==> src/rtl/display_modes_pkg.sv <==
// Video mode definitions shared by the multimode timing generator: mode indices,
// the per-mode timing record, the built-in mode table and blanking-start helpers.
package display_modes_pkg;

    localparam int TW = 12;

    localparam logic [1:0] MODE_640X480   = 2'd0;
    localparam logic [1:0] MODE_800X600   = 2'd1;
    localparam logic [1:0] MODE_1280X720  = 2'd2;
    localparam logic [1:0] MODE_1920X1080 = 2'd3;

    typedef struct packed {
        logic [TW-1:0] h_res;
        logic [TW-1:0] h_fp;
        logic [TW-1:0] h_sync;
        logic [TW-1:0] h_bp;
        logic [TW-1:0] v_res;
        logic [TW-1:0] v_fp;
        logic [TW-1:0] v_sync;
        logic [TW-1:0] v_bp;
        logic          h_pol;
        logic          v_pol;
    } timing_t;

    typedef enum logic {
        ST_IDLE = 1'b0,
        ST_PEND = 1'b1
    } req_state_t;

    localparam timing_t T_640X480 = '{
        h_res: 12'd640,  h_fp: 12'd16,  h_sync: 12'd96, h_bp: 12'd48,
        v_res: 12'd480,  v_fp: 12'd10,  v_sync: 12'd2,  v_bp: 12'd33,
        h_pol: 1'b0, v_pol: 1'b0};

    localparam timing_t T_800X600 = '{
        h_res: 12'd800,  h_fp: 12'd40,  h_sync: 12'd128, h_bp: 12'd88,
        v_res: 12'd600,  v_fp: 12'd1,   v_sync: 12'd4,   v_bp: 12'd23,
        h_pol: 1'b1, v_pol: 1'b1};

    localparam timing_t T_1280X720 = '{
        h_res: 12'd1280, h_fp: 12'd110, h_sync: 12'd40, h_bp: 12'd220,
        v_res: 12'd720,  v_fp: 12'd5,   v_sync: 12'd5,  v_bp: 12'd20,
        h_pol: 1'b1, v_pol: 1'b1};

    localparam timing_t T_1920X1080 = '{
        h_res: 12'd1920, h_fp: 12'd88,  h_sync: 12'd44, h_bp: 12'd148,
        v_res: 12'd1080, v_fp: 12'd4,   v_sync: 12'd5,  v_bp: 12'd36,
        h_pol: 1'b1, v_pol: 1'b1};

    // Blanking precedes active video, so the start coordinate is negative.
    function automatic int h_sta(input timing_t t);
        return -(int'(t.h_fp) + int'(t.h_sync) + int'(t.h_bp));
    endfunction

    function automatic int v_sta(input timing_t t);
        return -(int'(t.v_fp) + int'(t.v_sync) + int'(t.v_bp));
    endfunction

endpackage

==> src/rtl/display_mode_rom.sv <==
// Combinational lookup from a mode index to its timing record.
module display_mode_rom
    import display_modes_pkg::*;
(
    input  logic [1:0] i_mode,
    output timing_t    o_timing
);

    always_comb begin
        o_timing = T_800X600;
        case (i_mode)
            MODE_640X480:   o_timing = T_640X480;
            MODE_800X600:   o_timing = T_800X600;
            MODE_1280X720:  o_timing = T_1280X720;
            MODE_1920X1080: o_timing = T_1920X1080;
            default:        o_timing = T_800X600;
        endcase
    end

endmodule

==> src/rtl/display_timings_multimode.sv <==
// Runtime-switchable video timing generator; mode requests are queued through a
// two-state handshake and take effect only at the frame wrap.
module display_timings_multimode
    import display_modes_pkg::*;
#(
    parameter int CORDW        = 16,
    parameter int DEFAULT_MODE = 1
) (
    input  logic                    i_pix_clk,
    input  logic                    i_rst,
    input  logic [1:0]              i_mode_sel,
    input  logic                    i_mode_valid,
    output logic                    o_mode_busy,
    output logic                    o_mode_ack,
    output logic [1:0]              o_mode,
    output logic                    o_hs,
    output logic                    o_vs,
    output logic                    o_de,
    output logic                    o_frame,
    output logic                    o_line,
    output logic signed [CORDW-1:0] o_sx,
    output logic signed [CORDW-1:0] o_sy
);

    localparam logic [1:0]              DEF_MODE = 2'(DEFAULT_MODE);
    localparam logic signed [CORDW-1:0] C_ONE    = CORDW'(1);

    req_state_t r_state;
    req_state_t w_state_next;
    logic       w_capture;
    logic       w_apply;
    logic       w_line_end;
    logic       w_frame_end;

    logic [1:0] w_rom_sel;
    timing_t    w_rom_timing;
    timing_t    r_timing;
    timing_t    r_pend_timing;
    timing_t    w_timing_next;
    logic [1:0] r_mode;
    logic [1:0] r_pend_mode;
    logic       r_run;

    logic signed [CORDW-1:0] r_sx;
    logic signed [CORDW-1:0] r_sy;
    logic signed [CORDW-1:0] w_sx_next;
    logic signed [CORDW-1:0] w_sy_next;
    logic signed [CORDW-1:0] w_h_end;
    logic signed [CORDW-1:0] w_v_end;
    logic signed [CORDW-1:0] w_n_h_sta;
    logic signed [CORDW-1:0] w_n_v_sta;
    logic signed [CORDW-1:0] w_n_hs_beg;
    logic signed [CORDW-1:0] w_n_hs_end;
    logic signed [CORDW-1:0] w_n_vs_beg;
    logic signed [CORDW-1:0] w_n_vs_end;
    logic                    w_hs_act;
    logic                    w_vs_act;

    logic r_hs;
    logic r_vs;
    logic r_de;
    logic r_frame;
    logic r_line;
    logic r_ack;

    // During reset the ROM serves the default mode; otherwise it serves the
    // incoming request so the pending record is ready the cycle after capture.
    assign w_rom_sel = i_rst ? DEF_MODE : i_mode_sel;

    display_mode_rom u_rom (
        .i_mode   (w_rom_sel),
        .o_timing (w_rom_timing)
    );

    assign w_line_end  = r_run && (r_sx == w_h_end);
    assign w_frame_end = w_line_end && (r_sy == w_v_end);

    always_comb begin
        w_state_next = r_state;
        w_capture    = 1'b0;
        w_apply      = 1'b0;
        case (r_state)
            ST_IDLE: begin
                if (i_mode_valid) begin
                    w_state_next = ST_PEND;
                    w_capture    = 1'b1;
                end
            end
            ST_PEND: begin
                if (w_frame_end) begin
                    w_state_next = ST_IDLE;
                    w_apply      = 1'b1;
                end
            end
            default: w_state_next = ST_IDLE;
        endcase
    end

    // Everything registered below describes the coordinate being loaded, so it
    // is derived from the timing record that will be in force next cycle.
    assign w_timing_next = w_apply ? r_pend_timing : r_timing;

    assign w_h_end    = CORDW'(int'(r_timing.h_res) - 1);
    assign w_v_end    = CORDW'(int'(r_timing.v_res) - 1);
    assign w_n_h_sta  = CORDW'(h_sta(w_timing_next));
    assign w_n_v_sta  = CORDW'(v_sta(w_timing_next));
    assign w_n_hs_beg = CORDW'(h_sta(w_timing_next) + int'(w_timing_next.h_fp));
    assign w_n_hs_end = CORDW'(h_sta(w_timing_next) + int'(w_timing_next.h_fp)
                               + int'(w_timing_next.h_sync));
    assign w_n_vs_beg = CORDW'(v_sta(w_timing_next) + int'(w_timing_next.v_fp));
    assign w_n_vs_end = CORDW'(v_sta(w_timing_next) + int'(w_timing_next.v_fp)
                               + int'(w_timing_next.v_sync));

    // The first cycle after reset holds at the start so it shows the frame strobe.
    always_comb begin
        w_sx_next = r_sx;
        w_sy_next = r_sy;
        if (r_run) begin
            if (w_line_end) begin
                w_sx_next = w_n_h_sta;
                w_sy_next = (r_sy == w_v_end) ? w_n_v_sta : r_sy + C_ONE;
            end else begin
                w_sx_next = r_sx + C_ONE;
            end
        end
    end

    assign w_hs_act = (w_sx_next >= w_n_hs_beg) && (w_sx_next < w_n_hs_end);
    assign w_vs_act = (w_sy_next >= w_n_vs_beg) && (w_sy_next < w_n_vs_end);

    always_ff @(posedge i_pix_clk) begin
        if (i_rst) begin
            r_state       <= ST_IDLE;
            r_run         <= 1'b0;
            r_mode        <= DEF_MODE;
            r_timing      <= w_rom_timing;
            r_pend_mode   <= '0;
            r_pend_timing <= '0;
        end else begin
            r_state  <= w_state_next;
            r_run    <= 1'b1;
            r_timing <= w_timing_next;
            if (w_capture) begin
                r_pend_mode   <= i_mode_sel;
                r_pend_timing <= w_rom_timing;
            end
            if (w_apply) begin
                r_mode <= r_pend_mode;
            end
        end
    end

    always_ff @(posedge i_pix_clk) begin
        if (i_rst) begin
            r_sx    <= CORDW'(h_sta(w_rom_timing));
            r_sy    <= CORDW'(v_sta(w_rom_timing));
            r_hs    <= ~w_rom_timing.h_pol;
            r_vs    <= ~w_rom_timing.v_pol;
            r_de    <= 1'b0;
            r_frame <= 1'b0;
            r_line  <= 1'b0;
            r_ack   <= 1'b0;
        end else begin
            r_sx    <= w_sx_next;
            r_sy    <= w_sy_next;
            r_hs    <= w_hs_act ? w_timing_next.h_pol : ~w_timing_next.h_pol;
            r_vs    <= w_vs_act ? w_timing_next.v_pol : ~w_timing_next.v_pol;
            r_de    <= ~w_sx_next[CORDW-1] & ~w_sy_next[CORDW-1];
            r_frame <= (w_sx_next == w_n_h_sta) && (w_sy_next == w_n_v_sta);
            r_line  <= (w_sx_next == w_n_h_sta);
            r_ack   <= w_apply;
        end
    end

    assign o_mode_busy = (r_state == ST_PEND);
    assign o_mode_ack  = r_ack;
    assign o_mode      = r_mode;
    assign o_hs        = r_hs;
    assign o_vs        = r_vs;
    assign o_de        = r_de;
    assign o_frame     = r_frame;
    assign o_line      = r_line;
    assign o_sx        = r_sx;
    assign o_sy        = r_sy;

endmodule

==> config.mk <==
export PLATFORM = sky130hd
export DESIGN_NAME = display_timings_multimode
export DESIGN_NICKNAME = d
export VERILOG_FILES = /design/src/rtl/display_modes_pkg.sv /design/src/rtl/display_mode_rom.sv /design/src/rtl/display_timings_multimode.sv
export SDC_FILE = /design/constraint.sdc
export NUM_CORES = 1
export LEC_CHECK = 0
export BUFFER_PORTS_ARGS = -buffer_cell sky130_fd_sc_hd__buf_4
export CAP_MARGIN = 20
export CELL_PAD_IN_SITES_DETAIL_PLACEMENT = 0
export CELL_PAD_IN_SITES_GLOBAL_PLACEMENT = 1
export CORE_ASPECT_RATIO = 2
export CORE_MARGIN = 4
export CORE_UTILIZATION = 50
export CTS_BUF_LIST = sky130_fd_sc_hd__clkbuf_8
export DETAILED_ROUTE_END_ITERATION = 10
export GPL_ROUTABILITY_DRIVEN = 1
export PLACE_DENSITY = 0.91
export SLEW_MARGIN = 5
export SYNTH_ARGS = -nofsm -noshare
export SYNTH_HDL_FRONTEND = slang
export SYNTH_HIERARCHICAL = 1
export SYNTH_SLANG_ARGS = --single-unit
==> constraint.sdc <==
create_clock -name i_pix_clk -period 9.93 [get_ports i_pix_clk]
set_input_delay 0.993 -clock i_pix_clk [delete_from_list [all_inputs] [get_ports i_pix_clk]]
set_output_delay 0.993 -clock i_pix_clk [all_outputs]
set_load 0.02 [all_outputs]
==> run summary, run 1 <==
STATUS
-----------------------------------------------------------------------------------------
Result of the run .......................................................... finished clean

LAYOUT
-----------------------------------------------------------------------------------------
# fillers ..................................................................        4,001
Fraction of final layout cells sized beyond drive strength 1 ...............       12.09%
Final design utilization ...................................................       55.46%
Number of nets in the layout ...............................................        2,997
Post-route insts no fill ...................................................        3,274
Synth-to-Final Area Change .................................................       9.465%
Summed area of non-filler cells in the final layout ........................  0.02273 mm2

CRITICAL PATH
-----------------------------------------------------------------------------------------
Critical path startpoint category ..........................................    flip-flop
Critical Path Sink Type ....................................................    flip-flop
Type of the worst setup path ............................................... flip-flop to flip-flop
Most common cell type on the critical path .................................         ha_1
Data arrival, critical path ................................................      9830 ps
Cell with the largest stage delay on the worst path ........................        or4_1
Required time of the worst setup path ......................................    10,420 ps
CP Max Fanout ..............................................................           14
Critical path's largest stage delay ........................................       610 ps

GLOBAL ROUTE
-----------------------------------------------------------------------------------------
Maximum number of pins on one net before global-route repair ...............           76
Overall overflow remaining after global route ..............................            0
Antenna violations before repair ...........................................            1
First-pass GRT wire length .................................................   103,200 um
GRT Util Overall ...........................................................       29.20%
Vias in the first global route .............................................       18,909

DRT
-----------------------------------------------------------------------------------------
Final routed wire length divided by cell count .............................     20.84 um
Vias after detailed routing ................................................       18,792
DRT antenna net count ......................................................            0
Post-DR vias/cell ..........................................................        5.740
Overall routed net length ..................................................    68,220 um
DRC violation count after routing ..........................................            0
Number of violations reported at the end of detailed-routing iteration 0 ...          981
Number of search-and-repair iterations in the first detailed-routing pass ..            7

YOSYS
-----------------------------------------------------------------------------------------
Most common cell in the synthesized netlist ................................      nand2_1
Top cell type's share of synthesized area ..................................       20.82%
Top cells by count, synth .................................................. nand2_1, ha_1, a21oi_1
Mean instance size in the synthesized netlist ..............................    7.831 um2
Number of enable-type register cells in the synthesized netlist ............           24
Proportion of register bits with asynchronous set or reset after synthesis .           0%
Proportion of synthesized chip area in sequential cells ....................       24.29%
Synth warn .................................................................            6
Cells after synthesis ......................................................        2,652
Cell type with the largest total area after synthesis ......................      dfxtp_1
Yosys reg bits .............................................................          240
Ranking of synthesized cells by area ....................................... dfxtp_1, ha_1, nand2_1
Most used flip-flop cell after synthesis ...................................      dfxtp_1
Distinct cell type count of the synthesized netlist ........................           90
Post-synthesis instance area ...............................................  0.02077 mm2

FLOORPLANNING
-----------------------------------------------------------------------------------------
Starting Density ...........................................................       50.67%
Die area ...................................................................  0.04506 mm2
Height of the chip .........................................................     296.2 um
Row Count ..................................................................          105
Boundary pin count .........................................................           46
Placeable Area .............................................................  0.04099 mm2
Die span in x ..............................................................     152.1 um

PLACEMENT
-----------------------------------------------------------------------------------------
Routability congestion estimate ............................................        1.002
Placement-stage cell area ..................................................  0.02176 mm2
HPWL after DPL .............................................................    53,290 um
Placed insts ...............................................................        3,192
Number of port buffers .....................................................           45

CLOCK NETWORK
-----------------------------------------------------------------------------------------
H-tree lvl count ...........................................................            2
Number of clock sinks ......................................................          240
Root Driver ................................................................     clkbuf_8
Later-pin clock latency in the skew report .................................       600 ps
Clock tree from TritonCTS ..................................................          yes
Clock transition at the registers of the reported paths ....................        80 ps
Number of buffers inserted by hold repair at cts ...........................            0
CTS max path bufs ..........................................................            3
CTS Buf Count ..............................................................           39

FLOW RUN
-----------------------------------------------------------------------------------------
Max-cap viol count .........................................................            0

STA
-----------------------------------------------------------------------------------------
Final Hold Fails ...........................................................            0
Count of final setup violators .............................................            0
Worst hold slack ...........................................................     454.1 ps
Top achievable clock speed .................................................    107.1 MHz
Max-slew violation count ...................................................            0
Layout Skew ................................................................     51.22 ps
Final worst path period need ...............................................      9341 ps
Slew at the pin closest to its max-slew limit ..............................     986.7 ps
Final clock period utilization by the worst path ...........................       94.07%
Headroom to the max-slew limit .............................................       34.22%

MIN PATH
-----------------------------------------------------------------------------------------
Hold crit path type ........................................................ flip-flop to flip-flop

[what timing repair did]
action | CTS | global route
setup endpoints to repair | 0 | 2
gates resized for setup | 0 | 15
setup buffers | 0 | 9
[path summary, 6_finish.rpt]
check | start | endpoint | slack [ps] | depth (start not counted)
setup reg to reg | r_timing[40] | o_vs | 590 | 40
hold reg to reg | r_pend_timing[71] | r_pend_timing[71] | 450 | 2
hold / removal | r_pend_timing[71] | r_pend_timing[71] | 450 | 2
setup / recovery | r_timing[40] | o_vs | 590 | 40
[critical path: cells and delay by family, from the launching register on]
| family | cells | cell delay [ps] |
|---|---|---|
| buffers and inverters | 6 | 690 |
| DFF | 1 | 470 |
| xor gates and xnor gates | 2 | 360 |
| and+or+nand+nor | 14 | 3100 |
| AOI/OAI and AO/OA | 11 | 2340 |
| muxes | 1 | 160 |
| adders and majority gates | 6 | 2150 |
[metrics by stage]
step | setup slack [ps] | TNS, ps
after floorplan | 798.7 | 0
after global placement | 346.0 | 0
after detailed placement | 269.9 | 0
after CTS | 183.7 | 0
after global routing | -66.91 | -71.43
final | 589.2 | 0
[routing by layer]
metal  track usage [%]  routed length [um]  vias to the layer above
li1                  -                   -                     9060
met1             25.70               21740                     8907
met2             57.26               36690                      538
met3             2.322                1993                      287
met4             27.39                7791                        0
met5                 0                   0                        -
[flip-flops by register name, summed over array words and instances (netlist names)]
signal         cells
r_pend_timing     98
r_timing          98
o_sx              16
o_sy              16
o_mode             2
r_pend_mode        2
o_de               1
o_frame            1
o_hs               1
o_line             1
o_mode_ack         1
o_mode_busy        1
o_vs               1
r_run              1
[final cells by class]
cell class / count / area [um2] / area share [%]
Clock inverter: 24 / 167.7 / 0.7375
Timing Repair Buffer: 164 / 1280 / 5.630
Sequential cell: 240 / 5045 / 22.19
Antenna cell: 1 / 2.502 / 0.01101
Clock buffer: 46 / 633.1 / 2.785
Tap cell: 535 / 669.4 / 2.945
Multi-Input combinational cell: 2050 / 14130 / 62.16
Inverter: 214 / 805.8 / 3.544
[cell families after synthesis]
family	Yosys count	synth area share, %
AO/OA/AOI/OAI	550	16.79
flip-flops	240	24.29
other	2	0.03616
buffers and inverters	416	9.200
adder cells (fa/ha/maj)	283	18.93
XOR/XNOR	132	5.838
AND/OR/NAND/NOR	935	19.98
multiplexers	94	4.934
[layout by cell type, fill, tap and decap left out, types with 13 or more instances in the layout]
| cell type | netlist | routed |
|---|---|---|
| dfxtp_1 | 216 | 216 |
| mux2_2 | 67 | 67 |
| inv_1 | 214 | 225 |
| mux2i_1 | 27 | 26 |
| nand4_1 | 23 | 23 |
| a211oi_1 | 14 | 13 |
| and3_1 | 15 | 14 |
| nor2b_1 | 26 | 25 |
| nand3_1 | 73 | 72 |
| xor2_1 | 41 | 40 |
| o21ai_0 | 94 | 91 |
| nand2b_1 | 23 | 22 |
| nand2_1 | 520 | 520 |
| nor2_1 | 143 | 142 |
| a21oi_1 | 228 | 228 |
| edfxtp_1 | 24 | 24 |
| nor3_1 | 40 | 40 |
| o21a_1 | 19 | 19 |
| clkbuf_8 | 0 | 46 |
| buf_4 | 84 | 160 |
| conb_1 | 2 | 55 |
| ha_1 | 231 | 231 |
| a21o_1 | 39 | 39 |
| xnor2_1 | 87 | 85 |
| fa_1 | 52 | 52 |
Power of run 1 is left out: the tool's default activity adds up to more than one toggle a clock period on the data nets, which glitch-free logic cannot reach.
==> run 2, diff against run 1 <==
--- a/config.mk
+++ b/config.mk
@@ -5,7 +5,7 @@
 export SDC_FILE = /design/constraint.sdc
 export NUM_CORES = 1
 export LEC_CHECK = 0
-export BUFFER_PORTS_ARGS = -buffer_cell sky130_fd_sc_hd__buf_4
+export BUFFER_PORTS_ARGS = -buffer_cell sky130_fd_sc_hd__buf_2
 export CAP_MARGIN = 20
 export CELL_PAD_IN_SITES_DETAIL_PLACEMENT = 0
 export CELL_PAD_IN_SITES_GLOBAL_PLACEMENT = 1
==> run 2 against run 1 <==
- hold slack lost 1.5 ps
- critical path depth grew 2
- core utilization grew 0.14 points
- count of clock-buffer cells in the layout is the same
- die area is the same
- design area grew 0.25%
- cell count is essentially flat
- critical endpoint unchanged
==> run summary, run 2 (synthesized netlist as in run 1, its figures left out) <==
STATUS
----------------------------------------------------------------------------------------
Result of the run ......................................................... finished clean

CLOCK NETWORK
----------------------------------------------------------------------------------------
Clock transition at the registers of the reported paths ...................        70 ps
Clock tree from TritonCTS .................................................          yes
CTS max path bufs .........................................................            3
Root Driver ...............................................................     clkbuf_8
Number of clock sinks .....................................................          240
Later-pin clock latency in the skew report ................................       590 ps
CTS Buf Count .............................................................           39
H-tree lvl count ..........................................................            2

DRT
----------------------------------------------------------------------------------------
Number of violations reported at the end of detailed-routing iteration 0 ..          870
Final routed wire length divided by cell count ............................     21.17 um
Post-DR vias/cell .........................................................        5.757
DRT antenna net count .....................................................            0
Number of search-and-repair iterations in the first detailed-routing pass .            7
Vias after detailed routing ...............................................       18,859
Overall routed net length .................................................    69,360 um
DRC violation count after routing .........................................            0

LAYOUT
----------------------------------------------------------------------------------------
Final design utilization ..................................................       55.60%
Commonest non-fill, non-tap cells in the layout ........................... nand2_1, ha_1, a21oi_1
Post-route insts no fill ..................................................        3,276
Number of nets in the layout ..............................................        2,997
Most common cell after layout, fill and taps aside ........................      nand2_1
Fraction of final layout cells sized beyond drive strength 1 ..............       12.48%
Summed area of non-filler cells in the final layout .......................  0.02279 mm2
Synth-to-Final Area Change ................................................       9.736%
Leading registers by flop count ........................................... r_pend_timing x98, r_timing x98

FLOORPLANNING
----------------------------------------------------------------------------------------
Row Count .................................................................          105
Placeable Area ............................................................  0.04099 mm2
Die span in x .............................................................     152.1 um
Starting Density ..........................................................       50.67%
Die area ..................................................................  0.04506 mm2
Height of the chip ........................................................     296.2 um
Boundary pin count ........................................................           46

GLOBAL ROUTE
----------------------------------------------------------------------------------------
Maximum number of pins on one net before global-route repair ..............           80
Overall overflow remaining after global route .............................            0
GRT Util Overall ..........................................................       29.75%
Busiest metal layer after global routing ..................................         met2
Met2 track utilization from global routing ................................       55.77%
Antenna violations before repair ..........................................            1
Met3 layer usage reported by global route .................................       3.125%
Vias in the first global route ............................................       19,113
Global-route met1 utilization .............................................       25.81%
First-pass GRT wire length ................................................   104,900 um

STA
----------------------------------------------------------------------------------------
Final Hold Fails ..........................................................            0
Max-slew violation count ..................................................            0
Final clock period utilization by the worst path ..........................       95.43%
Final worst path period need ..............................................      9476 ps
Top achievable clock speed ................................................    105.5 MHz
Count of final setup violators ............................................            0
Slew at the pin closest to its max-slew limit .............................      1027 ps
Layout Skew ...............................................................     33.52 ps
Final worst-path setup slack ..............................................     454.2 ps
Headroom to the max-slew limit ............................................       31.25%

CRITICAL PATH
----------------------------------------------------------------------------------------
Cell with the largest stage delay on the worst path .......................        or4_1
Required time of the worst setup path .....................................    10,380 ps
Critical Path Source ...................................................... r_timing[40]
Critical path's largest stage delay .......................................       650 ps
Type of the worst setup path .............................................. flip-flop to flip-flop
Data arrival, critical path ...............................................      9930 ps
Reg2Reg Capture Point .....................................................         o_vs
CP Max Fanout .............................................................           10
Worst r2r src ............................................................. r_timing[40]
Critical Path Sink Type ...................................................    flip-flop
CP endpoint ...............................................................         o_vs
Critical path startpoint category .........................................    flip-flop
Number of cells traversed by the worst register-to-register path ..........           42
Most common cell type on the critical path ................................         ha_1
Flop-to-flop setup slack ..................................................       450 ps

PLACEMENT
----------------------------------------------------------------------------------------
Number of port buffers ....................................................           45
HPWL after DPL ............................................................    53,850 um
Worst slack at placement ..................................................    -35.13 ps
Placed insts ..............................................................        3,188
Routability congestion estimate ...........................................       0.9742
Placement-stage cell area .................................................  0.02162 mm2

FLOW RUN
----------------------------------------------------------------------------------------
Max-cap viol count ........................................................            0

MIN PATH
----------------------------------------------------------------------------------------
Hold crit path type ....................................................... flip-flop to flip-flop

[run 2: changes by cell type in the layout (fill, tap and decap cells not counted), sizes merged]
| cell | change |
|---|---|
| inv | -1 |
| buf | -3 |
| clkinv | +1 |
| nand3 | +1 |
| bufinv | +2 |
| clkbuf | +2 |
[run 2: timing repair]
action / 4_1_cts / 5_1_grt
endpoints found under the setup margin: 1 / 2
setup buffers: 2 / 9
gates resized for setup: 0 / 33
pin swaps: 2 / 7
gates cloned: 1 / 3
hold buffers: 0 / 0
[run 2: area by class of cell]
cell class / instances / area, um2
Antenna cell: 1 / 2.502
Clock buffer: 46 / 633.1
Clock inverter: 26 / 239.0
Fill cell: 3978 / 18200
Inverter: 214 / 805.8
Multi-Input combinational cell: 2051 / 14180
Sequential cell: 240 / 5045
Tap cell: 535 / 669.4
Timing Repair Buffer: 163 / 1214
[run 2: worst max-delay path, delay by kind of cell (launching register included)]
family	cells	cell delay [ps]
xor gates and xnor gates	2	390
AOI/OAI and AO/OA	11	2300
adders and majority gates	7	2200
buffers and inverters	7	750
muxes	1	170
DFF	1	520
and+or+nand+nor	14	2990
[run 2: metrics by stage]
step	hold WS [ps]	TNS (ps)
final	452.6	0
after global routing	473.6	-67.21
after CTS	456.2	0
after detailed placement	447.3	-35.13
after global placement	441.4	0
after floorplan	435.7	0
[run 2: per-layer routing]
metal / up-vias / share of wire [%] / wire (um)
met3: 308 / 3.6 / 2487
li1: 9073 / - / -
met1: 8891 / 31 / 21630
met2: 587 / 52 / 35930
met5: - / 0 / 0
met4: 0 / 13 / 9306
[run 2: how the worst min path moves through the flow]
| stage | start | to | cells after the start |
|---|---|---|---|
| after floorplan | r_pend_timing[0] | r_pend_timing[0] | 2 |
| after global placement | r_pend_timing[92] | r_pend_timing[92] | 2 |
| after detailed placement | r_pend_timing[56] | r_pend_timing[56] | 2 |
| after CTS | r_pend_timing[56] | r_pend_timing[56] | 2 |
| after global routing | r_pend_timing[56] | r_pend_timing[56] | 2 |
| final | r_pend_timing[56] | r_pend_timing[56] | 2 |
Power of run 2 is left out for the same reason.
